[config.mk]
export PLATFORM = sky130hd
export DESIGN_NAME = mem_arbiter_flat
export DESIGN_NICKNAME = d
export VERILOG_FILES = /design/src/rtl/mem_arbiter_if.sv /design/src/rtl/mem_arbiter.sv /design/src/flat_wrapper.sv
export SDC_FILE = /design/constraint.sdc
export NUM_CORES = 1
export LEC_CHECK = 0
export ABC_CLOCK_PERIOD_IN_PS = 1990
export CAP_MARGIN = 20
export CORE_AREA = 2 2 103 105
export CTS_BUF_LIST = sky130_fd_sc_hd__clkbuf_4 sky130_fd_sc_hd__clkbuf_8
export DETAILED_ROUTE_END_ITERATION = 10
export DIE_AREA = 0 0 105 107
export DONT_BUFFER_PORTS = 1
export GPL_TIMING_DRIVEN = 0
export PLACE_DENSITY = 0.47
export SLEW_MARGIN = 20
export SYNTH_ARGS = -nofsm -noshare
export SYNTH_HDL_FRONTEND = slang
export SYNTH_SLANG_ARGS = --single-unit
[constraint.sdc]
create_clock -name CLK -period 1.99 [get_ports CLK]
set_input_delay 0.199 -clock CLK [delete_from_list [all_inputs] [get_ports CLK]]
set_output_delay 0.199 -clock CLK [all_outputs]
set_load 0.01 [all_outputs]
[src/rtl/mem_arbiter_if.sv]
// Request and memory-side signals of the fetch/data memory arbiter.
// The slave modport is the arbiter; the master modport is the requesters plus memory.
interface mem_arbiter_if;
  logic        f_req;
  logic [31:0] f_addr;
  logic        f_gnt;
  logic        f_rvalid;
  logic [31:0] f_rdata;
  logic        d_req;
  logic        d_we;
  logic [31:0] d_addr;
  logic [31:0] d_wdata;
  logic        d_gnt;
  logic        d_done;
  logic [31:0] d_rdata;
  logic        m_en;
  logic        m_we;
  logic [31:0] m_addr;
  logic [31:0] m_wdata;
  logic [31:0] m_rdata;
  logic        busy;

  modport slave (
    input  f_req, f_addr, d_req, d_we, d_addr, d_wdata, m_rdata,
    output f_gnt, f_rvalid, f_rdata, d_gnt, d_done, d_rdata,
    output m_en, m_we, m_addr, m_wdata, busy
  );

  modport master (
    output f_req, f_addr, d_req, d_we, d_addr, d_wdata, m_rdata,
    input  f_gnt, f_rvalid, f_rdata, d_gnt, d_done, d_rdata,
    input  m_en, m_we, m_addr, m_wdata, busy
  );
endinterface

[src/rtl/mem_arbiter.sv]
// Arbitrates instruction fetch and data accesses onto one single-port synchronous memory.
// Data has priority; a starve counter forces a fetch after STARVE_MAX back-to-back data grants.
module mem_arbiter #(
  parameter int unsigned MEM_LAT    = 1,
  parameter int unsigned STARVE_MAX = 4
) (
  input logic          CLK,
  input logic          Reset,
  mem_arbiter_if.slave bus
);

  typedef enum logic {StIdle, StWait} state_e;

  localparam logic [2:0] LatInit   = 3'(MEM_LAT - 1);
  localparam logic [3:0] StarveTop = 4'(STARVE_MAX);

  state_e      r_state, w_state_d;
  logic [2:0]  r_lat_cnt, w_lat_cnt_d;
  logic [3:0]  r_starve, w_starve_d;
  logic        r_owner_f, w_owner_f_d;
  logic        r_f_rvalid, w_f_rvalid_d;
  logic        r_d_done, w_d_done_d;
  logic [31:0] r_f_rdata, w_f_rdata_d;
  logic [31:0] r_d_rdata, w_d_rdata_d;

  logic        w_pick_f;
  logic        w_f_gnt, w_d_gnt;
  logic        w_m_en, w_m_we;
  logic [31:0] w_m_addr, w_m_wdata;

  assign w_pick_f = bus.f_req & (~bus.d_req | (r_starve == StarveTop));

  always_comb begin
    w_state_d    = r_state;
    w_lat_cnt_d  = r_lat_cnt;
    w_owner_f_d  = r_owner_f;
    w_f_rvalid_d = 1'b0;
    w_d_done_d   = 1'b0;
    w_f_rdata_d  = r_f_rdata;
    w_d_rdata_d  = r_d_rdata;
    w_f_gnt      = 1'b0;
    w_d_gnt      = 1'b0;
    w_m_en       = 1'b0;
    w_m_we       = 1'b0;
    w_m_addr     = 32'd0;
    w_m_wdata    = 32'd0;
    unique case (r_state)
      StIdle: begin
        // No issue while reset is asserted so nothing reaches memory during reset.
        if (Reset && (bus.f_req || bus.d_req)) begin
          w_m_en      = 1'b1;
          w_lat_cnt_d = LatInit;
          if (w_pick_f) begin
            w_f_gnt     = 1'b1;
            w_m_addr    = bus.f_addr;
            w_owner_f_d = 1'b1;
            w_state_d   = StWait;
          end else begin
            w_d_gnt     = 1'b1;
            w_m_addr    = bus.d_addr;
            w_m_we      = bus.d_we;
            w_m_wdata   = bus.d_wdata;
            w_owner_f_d = 1'b0;
            if (bus.d_we) begin
              w_d_done_d = 1'b1;
            end else begin
              w_state_d = StWait;
            end
          end
        end
      end
      StWait: begin
        if (r_lat_cnt == 3'd0) begin
          w_state_d = StIdle;
          if (r_owner_f) begin
            w_f_rdata_d  = bus.m_rdata;
            w_f_rvalid_d = 1'b1;
          end else begin
            w_d_rdata_d = bus.m_rdata;
            w_d_done_d  = 1'b1;
          end
        end else begin
          w_lat_cnt_d = r_lat_cnt - 3'd1;
        end
      end
      default: w_state_d = StIdle;
    endcase
  end

  always_comb begin
    w_starve_d = r_starve;
    if (!bus.f_req || w_f_gnt) begin
      w_starve_d = 4'd0;
    end else if (w_d_gnt && (r_starve != StarveTop)) begin
      w_starve_d = r_starve + 4'd1;
    end
  end

  always_ff @(posedge CLK) begin
    if (!Reset) begin
      r_state    <= StIdle;
      r_lat_cnt  <= 3'd0;
      r_starve   <= 4'd0;
      r_owner_f  <= 1'b0;
      r_f_rvalid <= 1'b0;
      r_d_done   <= 1'b0;
      r_f_rdata  <= 32'd0;
      r_d_rdata  <= 32'd0;
    end else begin
      r_state    <= w_state_d;
      r_lat_cnt  <= w_lat_cnt_d;
      r_starve   <= w_starve_d;
      r_owner_f  <= w_owner_f_d;
      r_f_rvalid <= w_f_rvalid_d;
      r_d_done   <= w_d_done_d;
      r_f_rdata  <= w_f_rdata_d;
      r_d_rdata  <= w_d_rdata_d;
    end
  end

  assign bus.f_gnt    = w_f_gnt;
  assign bus.d_gnt    = w_d_gnt;
  assign bus.m_en     = w_m_en;
  assign bus.m_we     = w_m_we;
  assign bus.m_addr   = w_m_addr;
  assign bus.m_wdata  = w_m_wdata;
  assign bus.f_rvalid = r_f_rvalid;
  assign bus.f_rdata  = r_f_rdata;
  assign bus.d_done   = r_d_done;
  assign bus.d_rdata  = r_d_rdata;
  assign bus.busy     = (r_state == StWait);

endmodule

[src/flat_wrapper.sv]
// flat-port wrapper written by rule: the top's interface ports become plain ports
module mem_arbiter_flat 
#(
  parameter int unsigned MEM_LAT    = 1,
  parameter int unsigned STARVE_MAX = 4
)
  (CLK, Reset, bus_f_req, bus_f_addr, bus_d_req, bus_d_we, bus_d_addr, bus_d_wdata, bus_m_rdata, bus_f_gnt, bus_f_rvalid, bus_f_rdata, bus_d_gnt, bus_d_done, bus_d_rdata, bus_m_en, bus_m_we, bus_m_addr, bus_m_wdata, bus_busy);
  mem_arbiter_if bus_i ();
  input logic CLK;
  input logic Reset;
  input wire logic [$bits(bus_i.f_req)-1:0] bus_f_req;
  input wire logic [$bits(bus_i.f_addr)-1:0] bus_f_addr;
  input wire logic [$bits(bus_i.d_req)-1:0] bus_d_req;
  input wire logic [$bits(bus_i.d_we)-1:0] bus_d_we;
  input wire logic [$bits(bus_i.d_addr)-1:0] bus_d_addr;
  input wire logic [$bits(bus_i.d_wdata)-1:0] bus_d_wdata;
  input wire logic [$bits(bus_i.m_rdata)-1:0] bus_m_rdata;
  output wire logic [$bits(bus_i.f_gnt)-1:0] bus_f_gnt;
  output wire logic [$bits(bus_i.f_rvalid)-1:0] bus_f_rvalid;
  output wire logic [$bits(bus_i.f_rdata)-1:0] bus_f_rdata;
  output wire logic [$bits(bus_i.d_gnt)-1:0] bus_d_gnt;
  output wire logic [$bits(bus_i.d_done)-1:0] bus_d_done;
  output wire logic [$bits(bus_i.d_rdata)-1:0] bus_d_rdata;
  output wire logic [$bits(bus_i.m_en)-1:0] bus_m_en;
  output wire logic [$bits(bus_i.m_we)-1:0] bus_m_we;
  output wire logic [$bits(bus_i.m_addr)-1:0] bus_m_addr;
  output wire logic [$bits(bus_i.m_wdata)-1:0] bus_m_wdata;
  output wire logic [$bits(bus_i.busy)-1:0] bus_busy;
  assign bus_i.f_req = bus_f_req;
  assign bus_i.f_addr = bus_f_addr;
  assign bus_i.d_req = bus_d_req;
  assign bus_i.d_we = bus_d_we;
  assign bus_i.d_addr = bus_d_addr;
  assign bus_i.d_wdata = bus_d_wdata;
  assign bus_i.m_rdata = bus_m_rdata;
  assign bus_f_gnt = bus_i.f_gnt;
  assign bus_f_rvalid = bus_i.f_rvalid;
  assign bus_f_rdata = bus_i.f_rdata;
  assign bus_d_gnt = bus_i.d_gnt;
  assign bus_d_done = bus_i.d_done;
  assign bus_d_rdata = bus_i.d_rdata;
  assign bus_m_en = bus_i.m_en;
  assign bus_m_we = bus_i.m_we;
  assign bus_m_addr = bus_i.m_addr;
  assign bus_m_wdata = bus_i.m_wdata;
  assign bus_busy = bus_i.busy;
  mem_arbiter #(.MEM_LAT(MEM_LAT), .STARVE_MAX(STARVE_MAX)) u_core (.CLK(CLK), .Reset(Reset), .bus(bus_i));
endmodule
==> results of run 1 <==
## path summary, 6_finish.rpt
path                                        endpoint  cells after the start                              from
setup / recovery                      bus_m_addr[18]                      6   u_core.r_starve[0]$_SDFFE_PP0P_
hold / removal            u_core.bus.busy$_SDFF_PN0_                      2                          bus_d_we
setup reg to reg  u_core.bus.d_rdata[8]$_SDFFE_PN0P_                      8  u_core.r_lat_cnt[0]$_SDFFE_PN0P_
hold reg to reg     u_core.r_lat_cnt[2]$_SDFFE_PN0P_                      2  u_core.r_lat_cnt[2]$_SDFFE_PN0P_
## cell families after synthesis
group | after synthesis | synth area share [%]
flip-flops | 75 | 42.8
AND/OR/NAND/NOR | 252 | 31.2
adder cells (fa/ha/maj) | 4 | 1.43
AO/OA/AOI/OAI | 117 | 18.6
buffers and inverters | 48 | 5.95
## through the flow
stage                     TNS (ps)  util, %  setup slack (ps)  cell area (um2)  cells
after detailed placement     -52.5     36.5             -16.4             3680    632
after floorplan                  0        -               274             3510    496
after global placement       -13.1     36.5             -9.34             3680    632
after CTS                     -293     49.2             -30.0             4960    694
after global routing         -3230     51.5             -81.5             5190    699
final                        -97.8     51.5             -24.3             5190    699
## power breakdown
| part | leakage, uW | switching, uW | total [uW] | internal [uW] |
|---|---|---|---|---|
| logic | 0.00110 | 435 | 781 | 346 |
| clock network | 0.0000987 | 602 | 1220 | 614 |
| registers | 0.000610 | 76.8 | 1640 | 1560 |
## repair_timing
| item | CTS | global route |
|---|---|---|
| buffers inserted | 9 | 2 |
| pin swaps | 3 | 16 |
| hold buffers | 34 | 0 |
| endpoints found under the hold margin | 66 | 0 |
| setup endpoints to repair | 67 | 119 |
| cloned | 4 | 3 |
| gates resized for setup | 111 | 58 |
## registers in the layout (all words and copies together), names as in the netlist
register	flops
u_core.r_lat_cnt	3
u_core.bus.busy	1
u_core.bus.f_rvalid	1
u_core.r_starve	4
u_core.r_owner_f	1
u_core.bus.d_done	1
u_core.bus.d_rdata	32
u_core.bus.f_rdata	32
## cell usage after synthesis
library cell    n
and2_1         34
or4_1           1
a211oi_1        3
a22o_1          1
nor4bb_1        1
nand2b_1        2
a21o_1          1
nor3_1          1
nand3_1         1
and3_1          1
o211ai_1        1
nand3b_1        3
nor2b_1         2
buf_2          18
dfxtp_1        75
nand2_1       194
nor4_1          1
buf_4           1
nand2b_2        1
a21oi_1        68
nor2_1          4
nand4_1         2
o21ai_2         1
inv_1           7
clkbuf_2        2
clkinv_1        1
a21oi_2         1
ha_1            4
or2_2           1
clkbuf_1       19
o21ai_0         7
or3_1           1
a31oi_1         1
a311oi_1        1
o22ai_1        32
and3b_1         2
## cell type report
cell class              count  area (um2)
multi-input cells         373        2350
clock inverters             6        63.8
plain buffers              39         324
well taps                 136         170
clock buffers              10         138
repair buffers             52         613
inverters                   8        30.0
fillers                   974        4900
flip-flops and latches     75        1510
## critical path: cells and delay by family, from the launching register on
family          cells  cell delay [ps]
simple gates        1              250
compound gates      2              470
flops               1              350
buf+inv             2              220
fa+ha+maj           1              150
## per-layer routing
| metal | vias up | routed length (um) | track usage (%) |
|---|---|---|---|
| li1 | 1760 | - | - |
| met1 | 1660 | 5060 | 25.3 |
| met2 | 152 | 6350 | 36.6 |
| met3 | 13 | 963 | 5.41 |
| met4 | 0 | 116 | 5.81 |
| met5 | - | 0 | 0 |
==> tab_implementation.tex, run 1 <==
\begin{tabular}{lr}
\hline
Metric & Value \\
\hline
\multicolumn{2}{l}{\textbf{Status}} \\
\quad Result of the run & finished with violations \\
\quad Failing checks & negative setup slack \\
\multicolumn{2}{l}{\textbf{Timing}} \\
\quad Max Transition Viols Final & 0 \\
\quad Least setup slack across all paths after layout & -24.3 ps \\
\quad Setup violations, final & 14 \\
\quad RSZ-0062 raised after global routing & yes \\
\quad Min cycle time layout & 2010 ps \\
\quad Worst hold-check slack & 50.8 ps \\
\quad Final Cycle Share & 101\% \\
\quad Clock Skew & 5.50 ps \\
\quad Worst Max-Slew Pin Slew & approximately 540 ps \\
\quad Relative slew slack & about 64\% \\
\quad Highest Clock Rate & 0.496 GHz \\
\quad Number of hold violations in the final report & 0 \\
\multicolumn{2}{l}{\textbf{Detailed routing}} \\
\quad Final wirelength & $\sim$12000 um \\
\quad Starting DRT DRC Count & 159 \\
\quad Vias per cell & around 5 \\
\quad DRC violations left & 0 \\
\quad Detail-routed net length per standard cell & 17.9 um \\
\quad Number of vias after detailed routing & 3585 \\
\quad Post-route antenna net violation count & 0 \\
\quad Pre-antenna DRT Iters & 6 \\
\multicolumn{2}{l}{\textbf{Finish}} \\
\quad Area growth from synthesis to final layout & 48.0\% \\
\quad Fraction of layout instances using a drive strength above 1 & 25.2\% \\
\quad Leading cell types in the layout, fill and taps excluded & 194 x nand2\_1, 72 x dfxtp\_1, 68 x a21oi\_1 \\
\quad Number of nets in the final layout & 695 \\
\quad Antenna Diode Count & 0 \\
\quad Most frequent standard cell in the layout excluding fill and tap cells & nand2\_1 \\
\multicolumn{2}{l}{\textbf{Synth}} \\
\quad Count of state elements after synthesis & 75 \\
\quad Cell accounting for the most synthesized area & dfxtp\_1 \\
\quad Area fraction of the dominant cell type after synthesis & between 40\% and 50\% \\
\quad Net Count, Synth & 633 \\
\quad Count of cell types in the netlist & 36 \\
\quad Yosys synthesis warning count & 0 \\
\quad Area of the mapped netlist & between 3000 and 4000 um2 \\
\quad Register area share after synthesis & 42.8\% \\
\quad Synthesized area per cell & 7.08 um2 \\
\quad Most area-consuming cells after synthesis & dfxtp\_1 43\%, nand2\_1 21\%, a21oi\_1 9.7\% \\
\quad Instance count of the mapped netlist & 496 \\
\multicolumn{2}{l}{\textbf{Pwr}} \\
\quad Leakage Power & roughly 0.0018 uW \\
\quad Peak supply drop & about 0.00028 V \\
\quad Post-layout power & 3640 uW \\
\quad Power density over the cells & 701 nW/um2 \\
\multicolumn{2}{l}{\textbf{Critical path}} \\
\quad Setup crit start kind & flip-flop \\
\quad Critical path cell sequence & inv\_2 -> ha\_4 -> and3b\_2 -> a21o\_4 -> buf\_12 -> o22ai\_4 \\
\quad Crit path capture type & output pin \\
\quad Maximum net fanout on the critical path & 8 \\
\quad Max incr delay on CP & between 300 and 400 ps \\
\quad Path type of the worst setup path & flip-flop to output pin \\
\quad Setup slack of the worst register-to-register path & 280 ps \\
\quad Data required, critical path & between 1500 and 2000 ps \\
\quad CP Data Arrival Time & 1820 ps \\
\quad Critical path's slowest cell & dfxtp\_2 \\
\multicolumn{2}{l}{\textbf{Place}} \\
\quad Half-perimeter wire length after placement & 8890 um \\
\quad Placer congestion estimate & between 0.8 and 0.9 \\
\quad Number of port buffers & 0 \\
\multicolumn{2}{l}{\textbf{Clock tree}} \\
\quad CTS tree & done \\
\quad Clock buffer depth & 2 \\
\quad Insertion delay to the later sink of the worst-skew pair & 350 ps \\
\quad H-Tree Depth & 3 \\
\quad Count of clock tree sinks & 75 \\
\quad Total CTS buffers & 9 \\
\quad Clock Root Buffer & clkbuf\_8 \\
\quad CTS clock-pin slew for the worst setup and hold paths & $\sim$80 ps \\
\multicolumn{2}{l}{\textbf{Die}} \\
\quad Effective utilization at floorplan & 34.8\% \\
\quad Core region area & 10100 um2 \\
\quad Total I/O pin count & 268 \\
\quad Area of the die & 11200 um2 \\
\quad X dimension of the die & 105 um \\
\quad Number of placement rows & 37 \\
\quad Vertical die dimension & 107 um \\
\multicolumn{2}{l}{\textbf{Global route}} \\
\quad Number of global-route vias before repair & about 3.4k \\
\quad Antenna violations before repair & 0 \\
\quad Largest net degree at the start of global routing & 14 \\
\quad First-pass GRT wire length & 18600 um \\
\quad Global-route congestion overflow total & 0 \\
\quad Global-route total usage across every layer & 20.9\% \\
\multicolumn{2}{l}{\textbf{Min path}} \\
\quad Hold Crit Class & input pin to flip-flop \\
\multicolumn{2}{l}{\textbf{Flow run}} \\
\quad Count of maximum capacitance violations & 0 \\
\hline
\end{tabular}
Note: power is estimated with default switching activity, not from simulation.
==> run 2, diff against run 1 <==
ABC_CLOCK_PERIOD_IN_PS = unset   (was 1990)
MAX_ROUTING_LAYER = met4   (was unset)
==> tab_implementation.tex, run 2 (same netlist as run 1, synthesis figures left out) <==
\begin{tabular}{lr}
\hline
Metric & Value \\
\hline
\multicolumn{2}{l}{\textbf{Critical path}} \\
\quad Setup slack of the worst register-to-register path & 280 ps \\
\quad Critical path's slowest cell & dfxtp\_2 \\
\quad Critical path cell sequence & inv\_2 -> ha\_4 -> and3b\_2 -> a21o\_4 -> buf\_12 -> o22ai\_4 \\
\quad CP bufs+invs & 2 \\
\quad CP Data Arrival Time & 1810 ps \\
\quad Reg2Reg Capture Point & u\_core.bus.d\_rdata[8]\$\_SDFFE\_PN0P\_ \\
\quad Maximum net fanout on the critical path & 7 \\
\quad Data required, critical path & between 1500 and 2000 ps \\
\quad R2r startpoint & u\_core.r\_lat\_cnt[0]\$\_SDFFE\_PN0P\_ \\
\quad Crit path capture type & output pin \\
\quad Max incr delay on CP & 350 ps \\
\quad Largest delay contributor family on the critical path & compound AO/OA/AOI/OAI gates \\
\quad Setup crit start kind & flip-flop \\
\quad Path type of the worst setup path & flip-flop to output pin \\
\quad Number of cells on the worst reg-to-reg path & 8 \\
\multicolumn{2}{l}{\textbf{Pwr}} \\
\quad Peak supply drop & 0.000277 V \\
\quad Leakage Power & about 0.0018 uW \\
\quad Post-layout power & 3630 uW \\
\quad Power density over the cells & 702 nW/um2 \\
\multicolumn{2}{l}{\textbf{Status}} \\
\quad Result of the run & finished with violations \\
\quad Failing checks & negative setup slack \\
\multicolumn{2}{l}{\textbf{Place}} \\
\quad Half-perimeter wire length after placement & 8890 um \\
\quad Number of port buffers & 0 \\
\quad Placer congestion estimate & 0.826 \\
\multicolumn{2}{l}{\textbf{Die}} \\
\quad Core region area & roughly 10000 um2 \\
\quad X dimension of the die & 105 um \\
\quad Total I/O pin count & 268 \\
\quad Effective utilization at floorplan & 34.8\% \\
\quad Vertical die dimension & 107 um \\
\quad Number of placement rows & 37 \\
\quad Area of the die & 11200 um2 \\
\multicolumn{2}{l}{\textbf{Timing}} \\
\quad Final Cycle Share & 101\% \\
\quad Relative slew slack & between 60\% and 70\% \\
\quad Least setup slack across all paths after layout & -15.0 ps \\
\quad Min cycle time layout & 2000 ps \\
\quad Worst Max-Slew Pin Slew & 532 ps \\
\quad Total Neg Setup Slack & -81.3 ps \\
\quad Clock Skew & 5.10 ps \\
\quad RSZ-0062 raised after global routing & yes \\
\quad Setup violations, final & 13 \\
\quad Number of hold violations in the final report & 0 \\
\quad Worst hold-check slack & 49.1 ps \\
\quad Highest Clock Rate & about 0.50 GHz \\
\quad Max Transition Viols Final & 0 \\
\multicolumn{2}{l}{\textbf{Flow run}} \\
\quad Count of maximum capacitance violations & 0 \\
\multicolumn{2}{l}{\textbf{Finish}} \\
\quad Area growth from synthesis to final layout & 47.4\% \\
\quad Layout fillers & $\sim$980 \\
\quad Leading cell types in the layout, fill and taps excluded & 194 x nand2\_1, 72 x dfxtp\_1, 68 x a21oi\_1 \\
\quad Area taken by multi-input logic gates & between 2000 and 2500 um2 \\
\quad Area of all sequential standard cells & 1510 um2 \\
\quad Number of nets in the final layout & 696 \\
\quad Most frequent standard cell in the layout excluding fill and tap cells & nand2\_1 \\
\quad Fraction of layout instances using a drive strength above 1 & 25.4\% \\
\quad Antenna Diode Count & 0 \\
\multicolumn{2}{l}{\textbf{Detailed routing}} \\
\quad Detail-routed net length per standard cell & around 18 um \\
\quad Starting DRT DRC Count & about 150 \\
\quad DRC violations left & 0 \\
\quad Final wirelength & 12400 um \\
\quad Pre-antenna DRT Iters & 4 \\
\quad Vias per cell & 5.12 \\
\quad Post-route antenna net violation count & 0 \\
\quad Number of vias after detailed routing & between 3k and 4k \\
\multicolumn{2}{l}{\textbf{Clock tree}} \\
\quad Insertion delay to the later sink of the worst-skew pair & 350 ps \\
\quad Total CTS buffers & 9 \\
\quad CTS tree & done \\
\quad Clock Root Buffer & clkbuf\_8 \\
\quad Clock buffer depth & 2 \\
\quad CTS clock-pin slew for the worst setup and hold paths & 80 ps \\
\quad Count of clock tree sinks & 75 \\
\quad H-Tree Depth & 3 \\
\multicolumn{2}{l}{\textbf{Global route}} \\
\quad Global-route total usage across every layer & between 20\% and 30\% \\
\quad Number of global-route vias before repair & about 3.4k \\
\quad First-pass GRT wire length & approximately 19000 um \\
\quad Antenna violations before repair & 0 \\
\quad Largest net degree at the start of global routing & 14 \\
\quad Global-route congestion overflow total & 0 \\
\multicolumn{2}{l}{\textbf{Min path}} \\
\quad Hold Crit Class & input pin to flip-flop \\
\quad Number of cells on the worst hold path & 2 \\
\quad Capture endpoint of the worst hold path & u\_core.bus.busy\$\_SDFF\_PN0\_ \\
\quad Hold Path Origin & bus\_d\_we \\
\hline
\end{tabular}
## run 2: cell count changes in the layout (fill, tap and decap cells not counted), sizes merged
cell,previous run,this run
clkbuf,32,31
buf,35,37
## run 2: worst register-to-register path, delay by kind of cell, from the launching register on
kind / cells / cell delay [ps]
AO/OA/AOI/OAI: 1 / 60
adder cells (fa/ha/maj): 2 / 450
buffers and inverters: 3 / 430
flip-flops: 1 / 330
AND/OR/NAND/NOR: 2 / 310
## run 2: metal layers
metal	track usage, %	up-vias	part of all wire, %
met2	36.5	145	51
li1	-	1760	-
met3	5.84	10	7.5
met1	25.4	1672	41
met4	5.24	0	0.75
met5	-	-	0
## run 2: metrics by stage
stage	instance area (um2)	instances	utilization, %	setup slack [ps]
after global placement	3680	632	36.5	-9.34
after CTS	4960	694	49.2	-30.0
final	5170	700	51.3	-15.0
after detailed placement	3680	632	36.5	-16.4
after global routing	5170	700	51.3	-83.0
after floorplan	3510	496	-	274
## run 2: repair_timing
action                     4_1_cts  5_1_grt
pin swaps                        3        9
setup buffers                    9        3
gates cloned                     4        3
resized for setup              111       59
setup endpoints to repair       67      119
hold endpoints to repair        66        0
hold buffers                    34        0
## run 2: area by class of cell
| cell class | count | area share [%] |
|---|---|---|
| buffer | 39 | 6.12 |
| tap | 136 | 3.29 |
| clock buffer | 10 | 2.66 |
| clock inverter | 6 | 1.23 |
| multi-input combinational | 373 | 45.4 |
| inverter | 8 | 0.580 |
| timing repair buffer | 53 | 11.6 |
| sequential | 75 | 29.1 |
## run 2: how the worst max path moves through the flow
stage                                  to  slack [ps]  depth (start not counted)                            start
final                      bus_m_addr[18]         -10                          6  u_core.r_starve[0]$_SDFFE_PP0P_
after global routing       bus_m_addr[30]         -80                          6  u_core.r_starve[0]$_SDFFE_PP0P_
after CTS                  bus_m_addr[18]         -30                          6  u_core.r_starve[0]$_SDFFE_PP0P_
after detailed placement   bus_m_addr[18]         -20                          7  u_core.r_starve[0]$_SDFFE_PP0P_
after global placement     bus_m_addr[18]          -9                          7  u_core.r_starve[0]$_SDFFE_PP0P_
after floorplan           bus_m_wdata[22]         270                          7  u_core.r_starve[0]$_SDFFE_PP0P_
## run 2: power by group
part	switching, uW	internal, uW
Sequential	77.0	1560
Clock	600	613
Combinational	433	342
==> variant, RTL diff (flow settings as in run 1) <==
`r_f_rdata` and `r_d_rdata` no longer have a reset.
--- a/src/rtl/mem_arbiter.sv
+++ b/src/rtl/mem_arbiter.sv
@@ -104,8 +104,6 @@
       r_owner_f  <= 1'b0;
       r_f_rvalid <= 1'b0;
       r_d_done   <= 1'b0;
-      r_f_rdata  <= 32'd0;
-      r_d_rdata  <= 32'd0;
     end else begin
       r_state    <= w_state_d;
       r_lat_cnt  <= w_lat_cnt_d;
@@ -113,9 +111,12 @@
       r_owner_f  <= w_owner_f_d;
       r_f_rvalid <= w_f_rvalid_d;
       r_d_done   <= w_d_done_d;
-      r_f_rdata  <= w_f_rdata_d;
-      r_d_rdata  <= w_d_rdata_d;
     end
+  end
+
+  always_ff @(posedge CLK) begin
+    r_f_rdata <= w_f_rdata_d;
+    r_d_rdata <= w_d_rdata_d;
   end
 
   assign bus.f_gnt    = w_f_gnt;
Behaviour: differs if Reset is asserted again (counterexample within 4 cycles, from zero or initial values and one cycle with Reset low); with Reset held inactive, the same outputs for 4 cycles.
==> variant against run 1 <==
  * Total power is 5.0% lower
  * Design area shrank 14%
  * Wire length decreased by 22%
  * Sequential cell count stayed put
  * First-iteration DRC count down 54%
  * Via count decreased by 32%
  * Highest routed layer unchanged
  * Area after synthesis down 6.2%
  * Largest cell class is now sequential cells
  * Setup slack better by 86 ps
==> variant: results (changes against run 1) <==
[detailed_routing]
dr_wl_met2_um=5300  ; -17%
drtIter0Drc=73  ; -54%
wl_met3_um=757  ; -21%
met1Wirelength_um=3490  ; -31%
via_per_inst=5.11  ; -0.35%
routed_wl_um=9730  ; -22%
vias=2448  ; -32%
first_pass_iters=4  ; -2

[clock_network]
cts_buffer_depth=2  ; unchanged
clock-root-buffer=clkbuf_8

[worst_setup_path]
rr_endpoint=u_core.bus.d_rdata[9]$_DFFE_PP_
r2r_start=u_core.bus.busy$_SDFF_PN0_
path_max_fanout=10  ; +2
setup.worst_path.start=u_core.r_starve[1]$_SDFFE_PP0P_
reg2regPathDepth=4  ; -4
worstPathArrival_ps=1730  ; -90 ps
crit_end=bus_m_addr[23]

[timing]
fin_hold_ws_ps=94.3  ; +43.5 ps
fmax_mhz=519  ; +4.5%
max_slew.worst_pin.slew_ps=377  ; -166 ps
skew_ps=10.6  ; +5.10 ps

[final_layout]
nMultiInputCombCells=184  ; -51%
area_share_clock_buf_inv=0.0405  ; +0.00170
num-nonclk-inverters=6  ; -2
buffers_excl_clock=63  ; -31%
num-nets-final=476  ; -32%
drive_gt1_frac=0.303  ; +0.0510
final_area_um2=4480  ; -14%
clock_buffers=9  ; -1
buf_share=0.145  ; -0.0356
seqCellArea_um2=2150  ; +43%
multi_input_area_share=0.293  ; -0.160
fillCellCount=951  ; -2.4%

[placement]
gp_congestion=0.827  ; +1.6%
place_area_um2=3490  ; -5.2%
dp_hpwl_um=7000  ; -21%
post-place-ws_ps=-176  ; -160 ps

[yosys]
synth_top_area_cell=edfxtp_1
synth.avg_cell_area_um2=11.6  ; +64%
synth_fa_ha_area_frac=0.0152  ; +0.000949
yosysWarningCount=0  ; unchanged
syn-instance-count=284  ; -43%
yosys-top-cells-count=nand2_1 (68), edfxtp_1 (64), and2_1 (35)
synth_compound_area_frac=0.106  ; -0.0804
yosysSeqAreaShare=0.651  ; +0.223
synth_area_leaders=edfxtp_1 (58%), nand2_1 (7.8%), dfxtp_1 (6.7%), and2_1 (6.7%), o22ai_1 (6.1%)
synth-edff-count=64  ; +64

[power_and_ir_drop]
vdd_drop_max_mv=0.278  ; -0.76%

[global_route]
grt_usage=0.164  ; -0.0449
antenna_found_initial=0  ; unchanged
grt_max_degree=31  ; +17
grt_use_met3=0.0529  ; -0.00122
grt_pass1_wl_um=13700  ; -26%
grt_use_met2=0.308  ; -0.0584
grt_use_met1=0.167  ; -0.0859

[run_status]
status=finished clean

[hold_path]
holdPathEnd=u_core.r_starve[3]$_SDFFE_PP0P_
hp-start=bus_f_req

## variant: cell types whose count changed after synthesis, sizes merged, moves of 17 or more
cell / run 1 / this run
nand2: 194 / 68
a21oi: 69 / 3
dfxtp: 75 / 11
edfxtp: 0 / 64
clkbuf: 21 / 4
## variant: power breakdown
part	internal (mW)	switching, mW	total (mW)
sequential	1.79	0.0584	1.84
combinational	0.224	0.293	0.517
clock	0.563	0.533	1.10
## variant: worst max-delay path, stage by stage (launching register included)
cell and delay [ps]:
dfxtp_2 330, inv_2 60, ha_4 150, nand3b_4 110, a21o_4 270, buf_8 170
o22ai_1 280
## variant: repair_timing
item,in CTS,in global routing
hold buffers,33,0
gates resized for setup,64,22
pin swaps,7,4
buffers inserted,4,3
setup endpoints to repair,100,92
gates cloned,3,1
hold endpoints to repair,65,0
